===== src/rtl/pic_ctrl_seq.sv =====
// Purpose: 8259-style control sequencer; decodes ICW1-4 and OCW1-3 writes and runs the two-pulse INTA vector handshake.
// Latency: writes visible next cycle; INTA pulses, int/freeze/vector one cycle after the inta_n transition; EOI one cycle after cause.
// Backpressure: none, a write or an inta_n edge is accepted every cycle. Optional auto-EOI is built when PIC_CTRL_AEOI_EN is defined.
module pic_ctrl_seq #(
    parameter int N_IRQ = 8,
    parameter int ID_W  = $clog2(N_IRQ)
) (
    input  logic             clk,
    input  logic             reset,
    input  logic             wr,
    input  logic             a0,
    input  logic [7:0]       din,
    input  logic             intreq,
    input  logic [ID_W-1:0]  irq_id,
    input  logic             inta_n,
    output logic             int_o,
    output logic             pulse1_o,
    output logic             pulse2_o,
    output logic             freeze_o,
    output logic [7:0]       vector_o,
    output logic             vector_vld,
    output logic [N_IRQ-1:0] mask_o,
    output logic             aeoi_o,
    output logic [1:0]       rr_ris_o,
    output logic             eoi_o,
    output logic             eoi_spec_o,
    output logic [ID_W-1:0]  eoi_lvl_o,
    output logic             init_done
);

    typedef enum logic [2:0] {IDLE, W_ICW2, W_ICW3, W_ICW4, READY} init_state_t;
    typedef enum logic [2:0] {I_IDLE, I_REQ, I_P1, I_WAIT2, I_P2} inta_state_t;

    init_state_t     init_q, init_nxt;
    inta_state_t     inta_q, inta_nxt;

    logic            sngl_q;
    logic            ic4_q;
    logic [7-ID_W:0] base_q;
    logic [7:0]      cascade_q;
    logic [ID_W-1:0] id_q;
    logic            inta_prev;
    logic            aeoi_pend;

    logic            icw1;
    logic            ready_wr;
    logic            ocw2_ns;
    logic            ocw2_sp;
    logic            inta_fall;
    logic            inta_rise;
    logic            go_p1;
    logic            go_p2;
    logic            aeoi_trig;

    // The cascade word is stored for completeness only; nothing downstream consumes it.
    logic            unused_bits;
    assign unused_bits = ^cascade_q;

    // ICW1 is recognised in every state and overrides everything else on its cycle.
    assign icw1      = wr && !a0 && din[4];
    assign ready_wr  = wr && !icw1 && (init_q == READY);
    assign ocw2_ns   = ready_wr && !a0 && (din[4:3] == 2'b00) && (din[7:5] == 3'b001);
    assign ocw2_sp   = ready_wr && !a0 && (din[4:3] == 2'b00) && (din[7:5] == 3'b011);
    assign inta_fall = inta_prev && !inta_n;
    assign inta_rise = !inta_prev && inta_n;

    assign init_done  = (init_q == READY);
    assign int_o      = (inta_q == I_REQ);
    assign freeze_o   = (inta_q == I_P1) || (inta_q == I_WAIT2) || (inta_q == I_P2);
    assign vector_vld = (inta_q == I_P2);
    assign vector_o   = vector_vld ? {base_q, id_q} : 8'h00;

    // Init sequencer state register.
    always_ff @(posedge clk or posedge reset) begin
        if (reset) init_q <= IDLE;
        else       init_q <= init_nxt;
    end

    // Init next state: skip ICW3 in single mode and ICW4 when ICW1 did not ask for it.
    always_comb begin
        init_nxt = init_q;
        if (icw1) begin
            init_nxt = W_ICW2;
        end else if (wr) begin
            case (init_q)
                W_ICW2:  init_nxt = !sngl_q ? W_ICW3 : (ic4_q ? W_ICW4 : READY);
                W_ICW3:  init_nxt = ic4_q ? W_ICW4 : READY;
                W_ICW4:  init_nxt = READY;
                default: init_nxt = init_q;
            endcase
        end
    end

    // ICW/OCW register file; writes during W_ICWx are consumed as that ICW whatever a0 says.
    always_ff @(posedge clk or posedge reset) begin
        if (reset) begin
            sngl_q    <= 1'b0;
            ic4_q     <= 1'b0;
            base_q    <= '0;
            cascade_q <= 8'h00;
            mask_o    <= '0;
            rr_ris_o  <= 2'b00;
        end else if (icw1) begin
            sngl_q   <= din[1];
            ic4_q    <= din[0];
            mask_o   <= '0;
            rr_ris_o <= 2'b00;
        end else if (wr) begin
            case (init_q)
                W_ICW2: base_q    <= din[7:ID_W];
                W_ICW3: cascade_q <= din;
                READY: begin
                    if (a0)                        mask_o   <= din[N_IRQ-1:0];
                    else if (din[4:3] == 2'b01)    rr_ris_o <= din[1:0];
                end
                default: ;
            endcase
        end
    end

`ifdef PIC_CTRL_AEOI_EN
    logic aeoi_q;

    // Auto-EOI mode bit from ICW4, cleared by every ICW1.
    always_ff @(posedge clk or posedge reset) begin
        if (reset)                           aeoi_q <= 1'b0;
        else if (icw1)                       aeoi_q <= 1'b0;
        else if (wr && (init_q == W_ICW4))   aeoi_q <= din[1];
    end

    assign aeoi_o = aeoi_q;
`else
    assign aeoi_o = 1'b0;
`endif

    // INTA handshake state, previous inta_n sample, captured id and acknowledge pulses.
    always_ff @(posedge clk or posedge reset) begin
        if (reset) begin
            inta_q    <= I_IDLE;
            inta_prev <= 1'b1;
            id_q      <= '0;
            pulse1_o  <= 1'b0;
            pulse2_o  <= 1'b0;
        end else begin
            inta_q    <= inta_nxt;
            inta_prev <= inta_n;
            pulse1_o  <= go_p1;
            pulse2_o  <= go_p2;
            if (go_p1) id_q <= intreq ? irq_id : ID_W'(N_IRQ - 1);
        end
    end

    // INTA next state: ICW1 aborts, an edge in I_REQ beats a withdrawn request.
    always_comb begin
        inta_nxt  = inta_q;
        go_p1     = 1'b0;
        go_p2     = 1'b0;
        aeoi_trig = 1'b0;
        if (icw1) begin
            inta_nxt = I_IDLE;
        end else begin
            case (inta_q)
                I_IDLE:  if (intreq && init_done) inta_nxt = I_REQ;
                I_REQ: begin
                    if (inta_fall) begin
                        inta_nxt = I_P1;
                        go_p1    = 1'b1;
                    end else if (!intreq) begin
                        inta_nxt = I_IDLE;
                    end
                end
                I_P1:    if (inta_rise) inta_nxt = I_WAIT2;
                I_WAIT2: begin
                    if (inta_fall) begin
                        inta_nxt = I_P2;
                        go_p2    = 1'b1;
                    end
                end
                I_P2: begin
                    if (inta_rise) begin
                        inta_nxt  = I_IDLE;
                        aeoi_trig = aeoi_o;
                    end
                end
                default: inta_nxt = I_IDLE;
            endcase
        end
    end

    // EOI strobe: OCW2 takes the slot, a colliding auto-EOI is deferred by one cycle.
    always_ff @(posedge clk or posedge reset) begin
        if (reset) begin
            eoi_o      <= 1'b0;
            eoi_spec_o <= 1'b0;
            eoi_lvl_o  <= '0;
            aeoi_pend  <= 1'b0;
        end else if (ocw2_ns || ocw2_sp) begin
            eoi_o      <= 1'b1;
            eoi_spec_o <= ocw2_sp;
            eoi_lvl_o  <= ocw2_sp ? din[ID_W-1:0] : '0;
            if (aeoi_trig) aeoi_pend <= 1'b1;
        end else if (aeoi_trig || aeoi_pend) begin
            eoi_o      <= 1'b1;
            eoi_spec_o <= 1'b0;
            eoi_lvl_o  <= '0;
            aeoi_pend  <= 1'b0;
        end else begin
            eoi_o      <= 1'b0;
            eoi_spec_o <= 1'b0;
            eoi_lvl_o  <= '0;
        end
    end

endmodule


===== config.mk =====
export PLATFORM = sky130hd
export DESIGN_NAME = pic_ctrl_seq
export DESIGN_NICKNAME = d
export VERILOG_FILES = /design/src/rtl/pic_ctrl_seq.sv
export SDC_FILE = /design/constraint.sdc
export NUM_CORES = 1
export LEC_CHECK = 0
export CORE_ASPECT_RATIO = 0.5
export CORE_MARGIN = 2
export CORE_UTILIZATION = 46
export CTS_CLUSTER_DIAMETER = 40
export DETAILED_ROUTE_END_ITERATION = 8
export PLACE_DENSITY_LB_ADDON = 0.15
export REMOVE_ABC_BUFFERS = 1
export SLEW_MARGIN = 0
export SYNTH_ARGS = -nofsm -noshare
export SYNTH_HDL_FRONTEND = slang
export SYNTH_SLANG_ARGS = --single-unit

===== constraint.sdc =====
create_clock -name clk -period 2.1 [get_ports clk]
set_clock_uncertainty 0.2 [all_clocks]
set_input_delay 0.525 -clock clk [delete_from_list [all_inputs] [get_ports clk]]
set_output_delay 0.525 -clock clk [all_outputs]
set_load 0.02 [all_outputs]

==> results of run 1 <==
[registers in the layout (all words and copies together) (netlist names)]
name	cells
base_q	5
eoi_lvl_o	3
eoi_o	1
eoi_spec_o	1
ic4_q	1
id_q	3
init_q	3
inta_prev	1
inta_q	3
mask_o	8
pulse1_o	1
pulse2_o	1
rr_ris_o	2
sngl_q	1
[layout by cell type (no fill, tap or decap), types with 2 or more instances in the layout]
cell type and count:
sky130_fd_sc_hd__dfrtp_1 33, sky130_fd_sc_hd__clkdlybuf4s50_1 33, sky130_fd_sc_hd__buf_4 21, sky130_fd_sc_hd__o21ai_0 14
sky130_fd_sc_hd__inv_1 12, sky130_fd_sc_hd__nand2_1 12, sky130_fd_sc_hd__buf_6 8, sky130_fd_sc_hd__nand2b_1 7
sky130_fd_sc_hd__a21oi_1 6, sky130_fd_sc_hd__nand3_1 6, sky130_fd_sc_hd__nor2_1 6, sky130_fd_sc_hd__and2_4 6
sky130_fd_sc_hd__clkbuf_8 6, sky130_fd_sc_hd__nor2_2 3, sky130_fd_sc_hd__mux2_2 3, sky130_fd_sc_hd__nand3b_1 2
sky130_fd_sc_hd__mux2i_1 2, sky130_fd_sc_hd__nor2b_1 2, sky130_fd_sc_hd__and2_1 2, sky130_fd_sc_hd__clkbuf_2 2
sky130_fd_sc_hd__buf_12 2
[layer usage]
layer	track usage, %	vias to the layer above	part of all wire, %
met5	0	-	0
met4	3.125	0	0.65
met3	6.764	4	5.9
met2	34.77	40	49
met1	25.83	645	44
li1	-	647	-
[per-stage QoR]
step                total power, µW  hold WS (ns)  cell area (µm²)  setup TNS, ns
floorplan                      1541        0.2418             1545         -2.764
global placement               2004        0.2592             2228         -1.354
detailed placement             2043        0.2639             2228         -2.069
CTS                            2517        0.2798             2301       -0.07297
global route                   2669        0.3134             2347        -0.1624
finish                         2515        0.2841             2347              0
[where the power goes]
group	switching [µW]	leakage [µW]	total [µW]	internal (µW)
Sequential	132	0.000437	992	860
Clock	232	0.0000472	496	263
Combinational	517	0.000623	1030	510
[worst min-delay path, delay by kind of cell (launching register included)]
family             cells  cell delay [ns]
DFF                    1             0.35
AOI/OAI and AO/OA      1             0.06
and+or+nand+nor        1             0.05
[cells in the mapped netlist (all sizes together)]
master	count
dfrtp	33
o21ai	16
nand2	13
inv	12
nor2	10
and2	8
nand2b	7
a21oi	6
nand3	6
mux2	4
nor2b	3
nor3b	3
and4	2
buf	2
clkbuf	2
mux2i	2
nand3b	2
a2111oi	1
a211oi	1
a221o	1
a22oi	1
and3	1
and4bb	1
conb	1
dfstp	1
nand4	1
nor3	1
o2111ai	1
o21bai	1
o22ai	1
o2bb2ai	1
o41ai	1
xnor2	1
[logic make-up (layout without fill, tap and decap cells)]
kind of cell,Yosys count,after routing,share of synthesized area (%)
simple gates,58,58,22.94
flops,34,34,54.44
compound gates,31,31,13.51
buf+inv,16,87,4.157
mux,6,6,4.157
other cells,1,1,0.2396
xor+xnor,1,1,0.5597
[cell type report]
type	instances	area [µm²]	share of cell area, %
Clock buffer	6	82.58	3.518
Clock inverter	2	12.51	0.5330
Inverter	12	45.04	1.919
Multi-Input combinational cell	97	668.1	28.46
Sequential cell	34	852.1	36.30
Tap cell	40	50.05	2.132
Timing Repair Buffer	67	636.9	27.13
[timing repair]
item / CTS / global route
cloned: 0 / 0
setup endpoints to repair: 12 / 11
pin swaps: 1 / 4
setup buffers: 1 / 0
gates resized for setup: 45 / 23
[how the worst min path moves through the flow]
stage	endpoint	cells after the start
after floorplan	base_q[1]$_DFFE_PP0P_	2
after global placement	base_q[1]$_DFFE_PP0P_	2
after detailed placement	base_q[1]$_DFFE_PP0P_	2
after CTS	base_q[1]$_DFFE_PP0P_	2
after global routing	base_q[0]$_DFFE_PP0P_	1
final	base_q[1]$_DFFE_PP0P_	2
==> run summary, run 1 <==
Result of the run = finished clean
Logic depth of the worst path, buffers included = 5
Endpoint of the worst register-to-register path = id_q[0]$_DFFE_PP0P_
RePlAce Congestion = 0.8167
PortBufs = 45
Mean cell area of the mapped netlist = 10.65 µm²
Last element of the critical path = vector_o[2]
VDD IR-drop max = 539.6 µV
Kind of end point of the critical path = output pin
Maximum fanout along the worst path = 5
Cell taking the most area after synthesis = sky130_fd_sc_hd__dfrtp_1
Fillcell total = 234
Buf+Inv Stages, Crit Path = 3
Register-to-register path setup slack = 0.40 ns
Placed insts = 249
Post-CTS clock slew at the launch and capture registers of the worst setup and hold paths = 0.07 ns
DRC violations left = 0
Number of nets in the layout = 234
Path class of the lowest-slack min-delay path = reg2reg
Synth-to-Final Area Change = 49.96%
Pin count of the biggest net entering global routing = 35
Sequential cell area fraction in the yosys report = 54.44%
Syn Inst Count = 147
Final count of pins violating max slew = 0
Die Wd = 86.50 µm
Number of hold violations in the final report = 0
Period Utilization, post-route = 99.81%
Vias = 1336
First element of the critical path = inta_q[0]$_DFFE_PP0P_
Startpoint of the worst hold path = base_q[1]$_DFFE_PP0P_
Die area = 3914 µm²
Yosys synthesis warning count = 0
Total of max-cap violations = 0
Number of storage elements in the synthesis netlist = 34
Critical path's most frequent cell = sky130_fd_sc_hd__buf_6
Source of the worst register-to-register timing path = inta_q[2]$_DFFE_PP0P_
Clk_lat worst skew = 0.27 ns
TritonCTS clock tree = built
P_leak = 0.001107 µW
Maximum count of clock buffers along a single path = 2
Via-per-instance ratio = 5.178
CTS sink cnt = 34
Number of buffers added by the clock tree synthesis step = 5
Number of hold-repair buffers added at the cts stage = 0
WP data arrival = 1.37 ns
Highest cell delay on the worst timing path = 0.39 ns
Antenna violations before repair = 0
N_diodes = 0
Starting utilization of the core area = 50.20%
Final critical-path setup slack = 0.004003 ns
Finished Core Util = 75.28%
Number of standard cells in the final layout excluding fillers = 258
Number of unique standard cell types used by synthesis = 43
Highest clock frequency the design can meet = 0.4771 GHz
Chip height = 45.25 µm
Hpwl dp = 2711 µm
Post-Place Worst Slack = -0.2089 ns
Ports placed on the boundary = 47
Power density over the cells = 1071 nW/µm²
Post-detailed-route wirelength per cell = 13.72 µm
Overflow left after global routing = 0
Level count of the clock H-tree = 2
Worst Setup Path Type = reg2out
Combined global-route utilization of all metal layers = 20.15%
Root buffer selected by CTS = sky130_fd_sc_hd__clkbuf_8
Setup repair after global routing missed its margin = true
Core Rows = 14
Required time worst endpoint = 1.37 ns
Final setup violation count = 0
CP max-delay cell = sky130_fd_sc_hd__dfrtp_1
First-pass iteration count of the detailed router = 4
Total Wirelength = 3540 µm
Minimum clock period = 2.096 ns
Vias in the first global route = 1275
Count of routing violations after the opening detailed-route iteration = 88
Layout cell share with drive strength beyond 1 = 29.36%
Biggest area contributors in the synthesized netlist = sky130_fd_sc_hd__dfrtp_1 (53%), sky130_fd_sc_hd__o21ai_0 (4.5%), sky130_fd_sc_hd__and2_1 (3.2%)
Largest delay share family, worst path = flip-flops
Reg2Reg Depth = 5
Core area = 3118 µm²
Antenna Nets Post-Route = 0
Synth top area share = 52.76%
Global-route wire length before repair = 5934 µm
Netlist area before placement = 1565 µm²
Critical path, cell by cell = nor3b_2 -> buf_4 -> buf_6 -> and2_4 -> buf_6
Startpoint type of the worst setup path = flip-flop
Note: power is estimated with default switching activity, not from simulation.
==> inputs of run 2 (changes only) <==
--- a/config.mk
+++ b/config.mk
@@ -10,6 +10,7 @@
 export CORE_UTILIZATION = 46
 export CTS_CLUSTER_DIAMETER = 40
 export DETAILED_ROUTE_END_ITERATION = 8
+export GPL_TIMING_DRIVEN = 0
 export PLACE_DENSITY_LB_ADDON = 0.15
 export REMOVE_ABC_BUFFERS = 1
 export SLEW_MARGIN = 0
==> run 2 against run 1 <==
Against the previous run: setup slack improved by 0.011 ns; design area is 5.7% lower; sequential power grew 5%; critical path depth fell by 1; combinational power decreased by 9.5%; critical endpoint is now vector_o[5]; critical path type unchanged; maximum frequency rose by 0.54%; non-clock buffer count down 16; final cell count fell by 6.2%; clock power rose by 2%; register-to-register slack worse by 0.07 ns; sequential share of layout area increased by 2.4 points; core utilization decreased by 4.3 points.
==> run summary, run 2 (synthesis gave the netlist of run 1 again) <==
Post-Place Worst Slack = -0.8167 ns
Maximum fanout along the worst path = 11
Fraction of power consumed by combinational cells = 37.7%
Global-route wire length before repair = 6037 µm
Buf+Inv Stages, Crit Path = 2
Number of hold-repair buffers added at the cts stage = 0
Most frequent cells in the layout = sky130_fd_sc_hd__clkdlybuf4s50_1 (33), sky130_fd_sc_hd__dfrtp_1 (30), sky130_fd_sc_hd__o21ai_0 (14), sky130_fd_sc_hd__nand2_1 (12), sky130_fd_sc_hd__inv_1 (11)
Core area = 3118 µm²
Required time worst endpoint = 1.37 ns
Antenna violations before repair = 0
Worst slew pin tran = 0.7084 ns
Largest delay share family, worst path = flip-flops
Number of buffers added by the clock tree synthesis step = 5
Share of total power consumed by net switching = 36.31%
Maximum count of clock buffers along a single path = 2
Vias = 1274
Source of the worst register-to-register timing path = inta_q[2]$_DFFE_PP0P_
Final count of pins violating max slew = 0
Critical path, cell by cell = nor3b_4 -> buf_12 -> and2_1 -> buf_6
Path class of the lowest-slack min-delay path = reg2reg
Period Utilization, post-route = 99.27%
Total of max-cap violations = 0
Root buffer selected by CTS = sky130_fd_sc_hd__clkbuf_8
WP data arrival = 1.36 ns
Final setup violation count = 0
Setup repair after global routing missed its margin = true
Hpwl dp = 2512 µm
Die Wd = 86.50 µm
Highest clock frequency the design can meet = 0.4797 GHz
Leading cell type in the layout, fill and taps excluded = sky130_fd_sc_hd__clkdlybuf4s50_1
Chip height = 45.25 µm
Number of standard cells in the final layout excluding fillers = 242
Minimum clock period = 2.085 ns
Post-CTS clock slew at the launch and capture registers of the worst setup and hold paths = 0.07 ns
Core Rows = 14
Vias in the first global route = 1262
Startpoint of the worst hold path = base_q[1]$_DFFE_PP0P_
Total Wirelength = 3671 µm
Startpoint type of the worst setup path = flip-flop
RePlAce Congestion = 0.8733
Pin count of the biggest net entering global routing = 35
Overflow left after global routing = 0
Share of total power in sequential cells = 42.0%
Cell internal pwr = 1576 µW
Post-detailed-route wirelength per cell = 15.17 µm
Final critical-path setup slack = 0.01528 ns
CP max-delay cell = sky130_fd_sc_hd__dfrtp_2
Worst hold path stage count = 2
Reg2Reg Depth = 5
Fillcell total = 236
First-pass iteration count of the detailed router = 4
Antenna Nets Post-Route = 0
Number of hold violations in the final report = 0
Flip-flop count of the largest register after layout = 8
Placed insts = 228
Synth-to-Final Area Change = 41.41%
Clock power frac = 20.4%
CTS sink cnt = 34
VDD IR-drop max = 581.8 µV
Reg with most FFs = mask_o
Register-to-register path setup slack = 0.33 ns
Total area of sequential cells = 855.8 µm²
Ports placed on the boundary = 47
Highest cell delay on the worst timing path = 0.43 ns
Combined global-route utilization of all metal layers = 21.27%
Worst Hold Endpoint = base_q[1]$_DFFE_PP0P_
P_leak = 0.001006 µW
Layout cell share with drive strength beyond 1 = 23.27%
Clk_lat worst skew = 0.29 ns
Die area = 3914 µm²
Worst Setup Path Type = reg2out
Remaining max-slew budget at the tightest pin = 52.71%
Endpoint of the worst register-to-register path = id_q[0]$_DFFE_PP0P_
Result of the run = finished clean
Count of routing violations after the opening detailed-route iteration = 55
DRC violations left = 0
Number of nets in the layout = 218
TritonCTS clock tree = built
Power density over the cells = 1118 nW/µm²
N_diodes = 0
Area of the multi-input gates = 670.6 µm²
Kind of end point of the critical path = output pin
Net Switching = 898.3 µW
Level count of the clock H-tree = 2
Total power of the final layout = 2474 µW
Via-per-instance ratio = 5.264
PortBufs = 45
Registers with the most flip-flops = mask_o (8), base_q (5)
Starting utilization of the core area = 50.20%
-- run 2: changes by cell type in the layout (fill, tap and decap cells not counted), moves of 2 or more --
cell,change
sky130_fd_sc_hd__dfrtp_1,-3
sky130_fd_sc_hd__buf_4,-15
sky130_fd_sc_hd__and2_1,+5
sky130_fd_sc_hd__dfrtp_2,+3
sky130_fd_sc_hd__and2_4,-5
sky130_fd_sc_hd__buf_2,+2
-- run 2: through the flow --
stage | util, % | setup TNS, ns | hold slack [ns] | area, µm²
6_report | 70.99 | 0 | 0.2868 | 2213
5_1_grt | 70.99 | -0.4341 | 0.3159 | 2213
2_1_floorplan | - | -2.764 | 0.2418 | 1545
3_3_place_gp | 65.61 | -15.70 | 0.2570 | 2046
4_1_cts | 69.66 | 0 | 0.2922 | 2172
3_5_place_dp | 65.61 | -17.50 | 0.2769 | 2046
-- run 2: worst max path at each step --
stage / end / depth (start not counted) / start / slack, ns
2_1_floorplan: vector_o[0] / 2 / inta_q[1]$_DFFE_PP0P_ / -0.31
3_3_place_gp: vector_o[5] / 3 / inta_q[1]$_DFFE_PP0P_ / -0.76
3_5_place_dp: vector_o[6] / 3 / inta_q[1]$_DFFE_PP0P_ / -0.82
4_1_cts: int_o / 3 / inta_q[1]$_DFFE_PP0P_ / 0.0009
5_1_grt: freeze_o / 4 / inta_q[0]$_DFFE_PP0P_ / -0.06
6_report: vector_o[5] / 4 / inta_q[0]$_DFFE_PP0P_ / 0.02
-- run 2: final cells by class --
type | instances | area share, %
Clock buffer | 7 | 3.901
Clock inverter | 1 | 0.2261
Inverter | 12 | 2.035
Multi-Input combinational cell | 97 | 30.30
Sequential cell | 34 | 38.67
Tap cell | 40 | 2.261
Timing Repair Buffer | 51 | 22.61
-- run 2: repair_timing --
action / 4_1_cts / 5_1_grt
endpoints found under the hold margin: 0 / 0
gates resized for setup: 52 / 20
setup endpoints to repair: 15 / 19
pin swaps: 2 / 1
setup buffers: 6 / 0
-- run 2: tightest hold or removal path: cells and delay by family (launching register included) --
family	cells	cell delay, ns
AOI/OAI and AO/OA	1	0.06
DFF	1	0.35
and+or+nand+nor	1	0.05
-- run 2: power by group through the flow --
stage	Sequential, µW	Combinational, µW	Clock (µW)
final	1040	932	504
after global routing	1070	1010	539
after CTS	1030	929	510
after detailed placement	1050	872	0
after global placement	1040	841	0
after floorplan	1110	427	0
-- run 2: metal layers --
| metal | track usage [%] | share of wire [%] | vias up |
|---|---|---|---|
| met5 | 0 | 0 | - |
| met4 | 8.750 | 1.1 | 0 |
| met3 | 6.216 | 5.9 | 6 |
| met2 | 37.08 | 50 | 38 |
| met1 | 25.53 | 43 | 619 |
| li1 | - | - | 611 |
==> inputs of run 3 (changes only) <==
--- a/config.mk
+++ b/config.mk
@@ -5,7 +5,6 @@
 export SDC_FILE = /design/constraint.sdc
 export NUM_CORES = 1
 export LEC_CHECK = 0
-export CORE_ASPECT_RATIO = 0.5
 export CORE_MARGIN = 2
 export CORE_UTILIZATION = 46
 export CTS_CLUSTER_DIAMETER = 40
==> run 3 against run 2 <==
Against the previous run: the run now ends with negative setup slack left; register-to-register slack got worse by 0.03 ns; setup slack got worse by 0.097 ns; final cell count rose by 5.4%; first-iteration DRC count did not move; die area fell by 0.74%; critical path depth rose by 1; total power rose by 1.6%; non-clock buffer count rose by 7; count of clock-buffer cells in the layout did not move; maximum frequency fell by 4.5%; sequential power barely moved.
==> run summary, run 3 (synthesis gave the netlist of run 1 again) <==
Total of max-cap violations = 0
Highest cell delay on the worst timing path = 0.44 ns
Worst slew pin tran = 0.6923 ns
CP max-delay cell = sky130_fd_sc_hd__dfrtp_2
Count of routing violations after the opening detailed-route iteration = 55
Result of the run = finished with violations
Total Wirelength = 3851 µm
Flip-flop count of the largest register after layout = 8
Startpoint of the worst hold path = base_q[3]$_DFFE_PP0P_
Highest clock frequency the design can meet = 0.4583 GHz
Post-detailed-route wirelength per cell = 15.10 µm
WP data arrival = 1.46 ns
Minimum clock period = 2.182 ns
Root buffer selected by CTS = sky130_fd_sc_hd__clkbuf_4
Combined global-route utilization of all metal layers = 21.67%
Period Utilization, post-route = 103.9%
Startpoint type of the worst setup path = flip-flop
Most frequent cells in the layout = sky130_fd_sc_hd__clkdlybuf4s50_1 (29), sky130_fd_sc_hd__dfrtp_1 (28), sky130_fd_sc_hd__o21ai_0 (14), sky130_fd_sc_hd__nand2_1 (12), sky130_fd_sc_hd__buf_4 (12)
Global-route wire length before repair = 6410 µm
Post-Place Worst Slack = -0.8533 ns
First element of the critical path = inta_q[0]$_DFFE_PP0P_
Violated checks = negative setup slack
Antenna Nets Post-Route = 0
Vias = 1316
Number of nets in the layout = 225
Setup repair after global routing missed its margin = true
Synth-to-Final Area Change = 47.24%
Die Wd = 62.33 µm
Antenna violations before repair = 0
Overflow left after global routing = 0
Path class of the lowest-slack min-delay path = reg2reg
Post-CTS clock slew at the launch and capture registers of the worst setup and hold paths = 0.11 ns
Vias in the first global route = 1316
Hpwl dp = 2669 µm
Leading cell type in the layout, fill and taps excluded = sky130_fd_sc_hd__clkdlybuf4s50_1
Required time worst endpoint = 1.37 ns
Worst Setup Path Type = reg2out
Level count of the clock H-tree = 2
DRC violations left = 0
Clk_lat worst skew = 0.33 ns
Source of the worst register-to-register timing path = inta_q[0]$_DFFE_PP0P_
Fillcell total = 272
Final count of pins violating max slew = 0
Area of the multi-input gates = 688.2 µm²
Number of hold-repair buffers added at the cts stage = 0
Power density over the cells = 1091 nW/µm²
Reg with most FFs = mask_o
Number of hold violations in the final report = 0
Core area = 3311 µm²
Via-per-instance ratio = 5.161
Finished Core Util = 69.61%
Final critical-path setup slack = -0.08201 ns
RePlAce Congestion = 0.7423
N_diodes = 0
Final setup violation count = 9
Critical path, cell by cell = nor3b_4 -> buf_6 -> buf_6 -> and2_4 -> buf_6
P_leak = 0.001102 µW
Ports placed on the boundary = 47
Starting utilization of the core area = 47.28%
Pin count of the biggest net entering global routing = 35
Registers with the most flip-flops = mask_o (8), base_q (5)
Maximum fanout along the worst path = 7
Critical path's most frequent cell = sky130_fd_sc_hd__buf_6
TritonCTS clock tree = built
Total power of the final layout = 2514 µW
PortBufs = 45
Layout cell share with drive strength beyond 1 = 28.71%
Remaining max-slew budget at the tightest pin = 53.56%
First-pass iteration count of the detailed router = 4
Total area of sequential cells = 858.3 µm²
CTS sink cnt = 34
Die area = 3885 µm²
Number of buffers added by the clock tree synthesis step = 5
Kind of end point of the critical path = output pin
Chip height = 62.33 µm
VDD IR-drop max = 639.0 µV
Maximum count of clock buffers along a single path = 2
Core Rows = 21
[run 3: final timing paths]
| path | slack [ns] | cells past startpoint | end |
|---|---|---|---|
| worst min-delay path | 0.30 | 2 | base_q[3]$_DFFE_PP0P_ |
| worst max-delay path | -0.08 | 5 | vector_o[6] |
| worst min register to register | 0.30 | 2 | base_q[3]$_DFFE_PP0P_ |
| worst max register to register | 0.30 | 6 | id_q[2]$_DFFE_PP0P_ |
| max in group asynchronous | 0.90 | 3 | eoi_spec_o$_DFF_PP0_ |
| min in group asynchronous | 0.33 | 2 | mask_o[5]$_DFFE_PP0P_ |
[run 3: repair_timing]
| item | in CTS | in global routing |
|---|---|---|
| setup endpoints to repair | 15 | 21 |
| setup buffers | 8 | 4 |
| resized for setup | 76 | 9 |
| pin swaps | 7 | 2 |
[run 3: where the power goes]
group | total, µW | internal [µW] | switching (µW)
logic | 1020 | 499 | 524
registers | 1020 | 867 | 151
clock network | 473 | 253 | 220
[run 3: area by class of cell]
cell class	instances	area share [%]
Clock buffer	7	1.954
Clock inverter	1	1.303
Inverter	12	1.954
Multi-Input combinational cell	97	29.86
Sequential cell	34	37.24
Tap cell	46	2.497
Timing Repair Buffer	58	25.19
[run 3: critical path: cells and delay by family, from the launching register on]
family,cells,cell delay [ns]
and+or+nand+nor,2,0.34
DFF,1,0.44
buffers and inverters,3,0.34
[run 3: per-stage QoR]
stage	instances	instance area [µm²]	setup TNS (ns)	hold WS, ns
after floorplan	143	1545	-2.764	0.2418
after global placement	234	2053	-14.80	0.2539
after detailed placement	234	2053	-18.27	0.2708
after CTS	250	2216	-0.3027	0.2971
after global routing	255	2305	-0.8507	0.3141
final	255	2305	-0.2443	0.2959
[run 3: metal layers]
metal | vias up | wire, µm | track usage [%]
met5 | - | 0 | 0
li1 | 620 | - | -
met3 | 10 | 196 | 6.703
met1 | 644 | 1474 | 23.56
met2 | 42 | 2108 | 39.54
met4 | 0 | 72 | 8.056
